--- src/rtl/cpa_pkg.sv ---
// Shared constants and helpers for the carry-lookahead adder slice.
// Latency: n/a (package only).
// Backpressure: n/a (package only).
//
// Contents:
//   CPA_DEFAULT_N      default operand/sum width
//   CPA_DEFAULT_GROUP  default lookahead group width
//   cpa_num_groups()   number of lookahead groups, ceil(n/group)
package cpa_pkg;

  localparam int CPA_DEFAULT_N     = 4;
  localparam int CPA_DEFAULT_GROUP = 4;

  function automatic int cpa_num_groups(input int n, input int group);
    return (n + group - 1) / group;
  endfunction

endpackage

--- src/rtl/cla_group.sv ---
// One lookahead group: W-bit sum slice plus group generate/propagate.
// Latency: combinational, zero cycles.
// Backpressure: none; pure datapath.
//
// Ports:
//   a_i, b_i  W-bit operand slices
//   c_i       group carry-in
//   sum_o     W-bit sum slice
//   gen_o     group generate (carry out of the group with carry-in 0)
//   prop_o    group propagate (carry-in passes through every bit)
module cla_group import cpa_pkg::*; #(
  parameter int W = CPA_DEFAULT_GROUP
) (
  input  logic [W-1:0] a_i,
  input  logic [W-1:0] b_i,
  input  logic         c_i,
  output logic [W-1:0] sum_o,
  output logic         gen_o,
  output logic         prop_o
);

  logic [W-1:0] g;
  logic [W-1:0] p;
  logic [W-1:0] carry;

  assign g = a_i & b_i;
  assign p = a_i ^ b_i;

  // Each bit carry is a flat sum of products:
  //   carry[j] = c_i & p[0..j-1]  |  OR_m ( g[m] & p[m+1..j-1] )
  // The loops only enumerate the product terms; no term depends on
  // another bit's carry, so there is no ripple through the group.
  always_comb begin
    logic term;
    carry = '0;
    term  = 1'b0;
    for (int j = 0; j < W; j++) begin
      term = c_i;
      for (int k = 0; k < j; k++) term = term & p[k];
      carry[j] = term;
      for (int m = 0; m < j; m++) begin
        term = g[m];
        for (int k = m + 1; k < j; k++) term = term & p[k];
        carry[j] = carry[j] | term;
      end
    end
  end

  // Group generate uses the same expansion across the full width with
  // the carry-in term dropped.
  always_comb begin
    logic term;
    gen_o = 1'b0;
    term  = 1'b0;
    for (int m = 0; m < W; m++) begin
      term = g[m];
      for (int k = m + 1; k < W; k++) term = term & p[k];
      gen_o = gen_o | term;
    end
  end

  assign prop_o = &p;
  assign sum_o  = p ^ carry;

endmodule

--- src/rtl/carry_lookahead_adder.sv ---
// N-bit two-level carry-lookahead adder with a registered result copy.
// Latency: sum/c_out combinational; sum_q/c_out_q one clk later.
// Backpressure: none; result is valid every cycle, no handshake.
//
// Ports:
//   clk, reset     clock and async active-high reset (registered copy only)
//   a, b, c_in     unsigned operands and carry-in
//   sum, c_out     combinational {c_out, sum} = a + b + c_in
//   sum_q, c_out_q registered copy of sum/c_out
module carry_lookahead_adder import cpa_pkg::*; #(
  parameter int N     = CPA_DEFAULT_N,
  parameter int GROUP = CPA_DEFAULT_GROUP
) (
  input  logic         clk,
  input  logic         reset,
  input  logic [N-1:0] a,
  input  logic [N-1:0] b,
  input  logic         c_in,
  output logic [N-1:0] sum,
  output logic         c_out,
  output logic [N-1:0] sum_q,
  output logic         c_out_q
);

  localparam int NG = cpa_num_groups(N, GROUP);

  logic [NG-1:0] grp_gen;
  logic [NG-1:0] grp_prop;
  logic [NG:0]   grp_c;

  // The last group absorbs whatever width is left over, so it may be
  // narrower than GROUP when N is not a multiple of it.
  for (genvar gi = 0; gi < NG; gi++) begin : g_grp
    localparam int LO = gi * GROUP;
    localparam int W  = (gi == NG - 1) ? (N - LO) : GROUP;

    cla_group #(.W(W)) u_grp (
      .a_i    (a[LO +: W]),
      .b_i    (b[LO +: W]),
      .c_i    (grp_c[gi]),
      .sum_o  (sum[LO +: W]),
      .gen_o  (grp_gen[gi]),
      .prop_o (grp_prop[gi])
    );
  end

  // Group carries in flattened lookahead form:
  //   grp_c[k] = c_in & P[0..k-1]  |  OR_m ( G[m] & P[m+1..k-1] )
  always_comb begin
    logic term;
    grp_c = '0;
    term  = 1'b0;
    for (int k = 0; k <= NG; k++) begin
      term = c_in;
      for (int j = 0; j < k; j++) term = term & grp_prop[j];
      grp_c[k] = term;
      for (int m = 0; m < k; m++) begin
        term = grp_gen[m];
        for (int j = m + 1; j < k; j++) term = term & grp_prop[j];
        grp_c[k] = grp_c[k] | term;
      end
    end
  end

  assign c_out = grp_c[NG];

  always_ff @(posedge clk or posedge reset) begin
    if (reset) begin
      sum_q   <= '0;
      c_out_q <= 1'b0;
    end else begin
      sum_q   <= sum;
      c_out_q <= c_out;
    end
  end

endmodule

--- config.mk ---
export PLATFORM = sky130hd
export DESIGN_NAME = carry_lookahead_adder
export DESIGN_NICKNAME = d
export VERILOG_FILES = /design/src/rtl/cpa_pkg.sv /design/src/rtl/cla_group.sv /design/src/rtl/carry_lookahead_adder.sv
export SDC_FILE = /design/constraint.sdc
export NUM_CORES = 1
export LEC_CHECK = 0
export ABC_AREA = 1
export CORE_AREA = 2 2 39 41
export DETAILED_ROUTE_END_ITERATION = 7
export DIE_AREA = 0 0 41 43
export DONT_BUFFER_PORTS = 1
export PLACE_DENSITY = 0.38
export SYNTH_ARGS = -nofsm -noshare
export SYNTH_HDL_FRONTEND = slang
export SYNTH_SLANG_ARGS = --single-unit
export TNS_END_PERCENT = 5
--- constraint.sdc ---
create_clock -name clk -period 2.7 [get_ports clk]
set_input_delay 0.54 -clock clk [delete_from_list [all_inputs] [get_ports clk]]
set_output_delay 0.54 -clock clk [all_outputs]
set_load 0.1 [all_outputs]
Word level (Yosys, flattened, before mapping)
Index checks and enable logic that the tools add are counted.
- bits in registers: 5
- bits in latches: 0
- RAM bits: 0
- memory bits (read-only): 0
- output and inout port bits: 10
- logic and storage cells: 26
- memories kept: 0
- add/sub/neg operators: 0
- multipliers: 0
- div/mod/pow operators: 0
- magnitude comparators: 0
- eq/ne operators: 0
- shift-type cells: 0
- mux-type cells: 0
- bitwise operators: 23
- reductions and logical operators: 1
- operators by type and width (operator ; count):
    1-bit bitwise AND ; 10
    1-bit OR ; 10
    4-bit bitwise XOR ; 2
    4-bit bitwise AND ; 1
    4-bit AND reduction ; 1

Longest topological paths before layout
- word-level depth: 8
- mapped depth: 7

Modules after synthesis
From an unflattened synthesis, not the netlist that was laid out.
- cell total of the unflattened synthesis: 39
- area, all modules: 341.6 µm²
- modules (own cells, without submodules) (module ; times used ; cells an instance ; area an instance (µm²) ; sequential area each (µm²)):
    cla_group ; 1 ; 30 ; 201.4 ; 0.0
    carry_lookahead_adder ; 1 ; 9 ; 140.1 ; 125.1

Least setup slack after synthesis
No wires, ideal clock.
- path type: input port to output port
- start point: in a[0]
- end point: out sum[2]
- arrival time: 2.647 ns
- data required time: 2.160 ns
- setup slack: -0.487 ns
- stages: 5
- buffers on the path: 0
- path through: ha_1 > ha_1 > nand2_1 > nand3b_1 > xor2_1
- longest elaborated chain between the ends: 6
- RTL lines (item ; RTL line ; text):
    from (decl) ; carry_lookahead_adder.sv:16 ; input logic [N-1:0] a,
    4-bit bitwise XOR ; cla_group.sv:27 ; assign p = a_i ^ b_i;
    1-bit bitwise AND (2 in series) ; cla_group.sv:39 ; for (int k = 0; k < j; k++) term = term & p[k];
    1-bit OR * (2 in series) ; cla_group.sv:44 ; carry[j] = carry[j] | term;
    4-bit bitwise XOR * ; cla_group.sv:63 ; assign sum_o = p ^ carry;
    to (decl) ; carry_lookahead_adder.sv:19 ; output logic [N-1:0] sum,
Every way passes the cells marked *; elsewhere a longest branch is shown, timed or not.

Worst setup path after layout
- start point: in a[0]
- end point: out sum[3]
- longest elaborated chain between the ends: 8
- RTL lines (item ; RTL line):
    4-bit bitwise XOR ; cla_group.sv:27
    1-bit bitwise AND (3 in series) ; cla_group.sv:39
    1-bit OR * (3 in series) ; cla_group.sv:44
    4-bit bitwise XOR * ; cla_group.sv:63
Marked as above.

==> flow_summary_export.csv <==
group,metric,value,unit
job,maxCapViolations,0,
synth,yosysTopAreaCellShare,0.382,
layout,layout-drive-gt1-share,0.217,
floorplan,die_x,41,um
synth,synth_area_leader_cell,"dfrtp_1",
layout,mostFrequentLayoutCell,"nand2_1",
route,ant_nets,0,
cts,hold_buffers,0,
synth,yosysWarnings,0,
cts,root_buffer,"clkbuf_4",
grt,grt-ovfl-total,0,
placement,gp_congestion,0.712,
cts,post-cts-setup-buffer-count,0,
layout,layout_common_cells,"10 x nand2_1, 5 x ha_1, 5 x dfrtp_1",
layout,fill_cells,140,
sta,fmax,448,MHz
route,wl_met2,402,um
synth,yosysSeqAreaShare,0.382,
sta,fin_crit_sh,0.827,
layout,syn_to_final_growth,34.0,%
sta,min_period,2230,ps
worst_setup_path,slowest_delay,290,ps
cts,cts_tree,"built",
grt,grt_max_degree,7,
layout,nets,64,
grt,antenna_found_initial,0,
cts,htreeDepth,1,
floorplan,start_util,0.237,
power,power.density,996,nW/um2
route,vias,283,
layout,ff_latch_area,125,um2
route,drcViolationCount,0,
grt,track_usage,0.0853,
cts,cts.path.max_buffers,2,
worst_setup_path,cp_max_fo,2,
route,top_layer_used,"met3",
route,finalWirelength,681,um
synth,netlist_area,328,um2
worst_setup_path,crit_type,"in -> out",
floorplan,io_pins,21,
sta,relSlewSlack,0.425,
sta,setup_ws,468,ps
cts,cts_num_sinks,5,
hold_path,hp-class,"in -> async",
layout,utilization,0.317,
cts,cts-resized-gates,0,
grt,grt_pass1_wl,1010,um
floorplan,core-area,1380,um2
route,dr.pass1.iters,4,
floorplan,row_count,14,
route,wl_met3,41,um
floorplan,die_height,43,um
route,wl_met1,237,um
power,ir_worst_vdd,171,uV
cts,clk_pin_slew,40,ps
sta,setup-violations-final,0,
worst_setup_path,crit_top_cell,"nand2_1",
worst_setup_path,required,2160,ps
synth,avgSynthCellArea,8.86,um2
worst_setup_path,startpoint,"a[0]",
synth,synthCells,37,
synth,synth_nets,54,
route,vias_per_cell,4.56,
floorplan,die-area,1760,um2
placement,post-place-ws,460,ps
sta,maxSlewViolCount,0,
cts,numCtsBuffers,3,
synth,ys_types,10,
outcome,status,"completed",
layout,multi_input_area,203,um2
grt,grt_pass1_vias,282,
sta,grt_setup_unrepaired,"no",
placement,portBuffers,0,
worst_setup_path,endpoint_kind,"output pin",
worst_setup_path,worstPathCellList,"ha_1, ha_1, nand2_1, nand3b_1, nand2_1, nand3_1, nand2_1, buf_12",
sta,tightest_slew,864,ps
power,p_leak,0.000215,uW
synth,synthTopCellsByArea,"dfrtp_1 38%, ha_1 19%, nand2_1 11%",
layout,antenna_cells,0,
worst_setup_path,worstSetupStartpointType,"input pin",
sta,hold_viol_final,0,
synth,synth_seq_cells,5,
worst_setup_path,crit_end,"sum[3]",
worst_setup_path,critPathArrivalTime,1690,ps
worst_setup_path,crit_slowest_cell,"ha_1",
sta,fin_setup_tns,0,ps
route,drtIter0Drc,3,
route,routedWlPerCell,11.0,um
[metrics by stage]
stage	hold WS (ps)	instances	cell area [um2]	power (uW)
global placement	331	58	413	356
detailed placement	338	58	413	358
floorplan	319	37	335	321
CTS	80.4	62	439	444
finish	82.2	62	439	438
global route	89.2	62	439	459
[flip-flops by register name, summed over array words and instances, names as in the netlist]
name,flops
c_out_q,1
sum_q,4
[Yosys cell counts (all sizes together)]
cell,count
dfrtp,5
nand3b,1
nand2,10
ha,5
nand4,2
inv,4
nor2,4
xor2,2
nand3,3
fa,1
[power breakdown]
| part | switching, uW | total [uW] | internal, uW |
|---|---|---|---|
| Clock | 27.2 | 82.9 | 55.7 |
| Combinational | 129 | 169 | 39.9 |
| Sequential | 99.9 | 186 | 85.9 |
[critical path, delay by kind of cell]
family	cells	cell delay (ps)
adder cells (fa/ha/maj)	2	490
buffers and inverters	1	180
AND/OR/NAND/NOR	5	470
[worst min path at each step]
stage          start        to  slack, ps  cells after the start
6_report       reset  sum_q[2]         80                      1
5_1_grt        reset  sum_q[2]         90                      1
4_1_cts        reset  sum_q[2]         80                      1
3_5_place_dp   reset  sum_q[3]        340                      1
3_3_place_gp   reset  sum_q[3]        330                      1
2_1_floorplan  reset   c_out_q        320                      1
[layer usage]
| metal | track usage | vias to the layer above |
|---|---|---|
| met5 | 0 | - |
| met4 | 0.0800 | 0 |
| met3 | 0 | 0 |
| met2 | 0.138 | 15 |
| met1 | 0.0929 | 131 |
| li1 | - | 137 |
[cell type report]
| class | count | share of cell area |
|---|---|---|
| inverters | 4 | 0.0342 |
| repair buffers | 5 | 0.114 |
| flip-flops and latches | 5 | 0.285 |
| multi-input cells | 28 | 0.462 |
| well taps | 16 | 0.0456 |
| clock buffers | 4 | 0.0598 |
[cells by family after synthesis]
group,after synthesis,synth area share
adders and majority gates,6,0.252
DFF,5,0.382
buffers and inverters,4,0.0458
and+or+nand+nor,20,0.267
xor gates and xnor gates,2,0.0534
No activity file was read; power rests on OpenSTA's default activity.
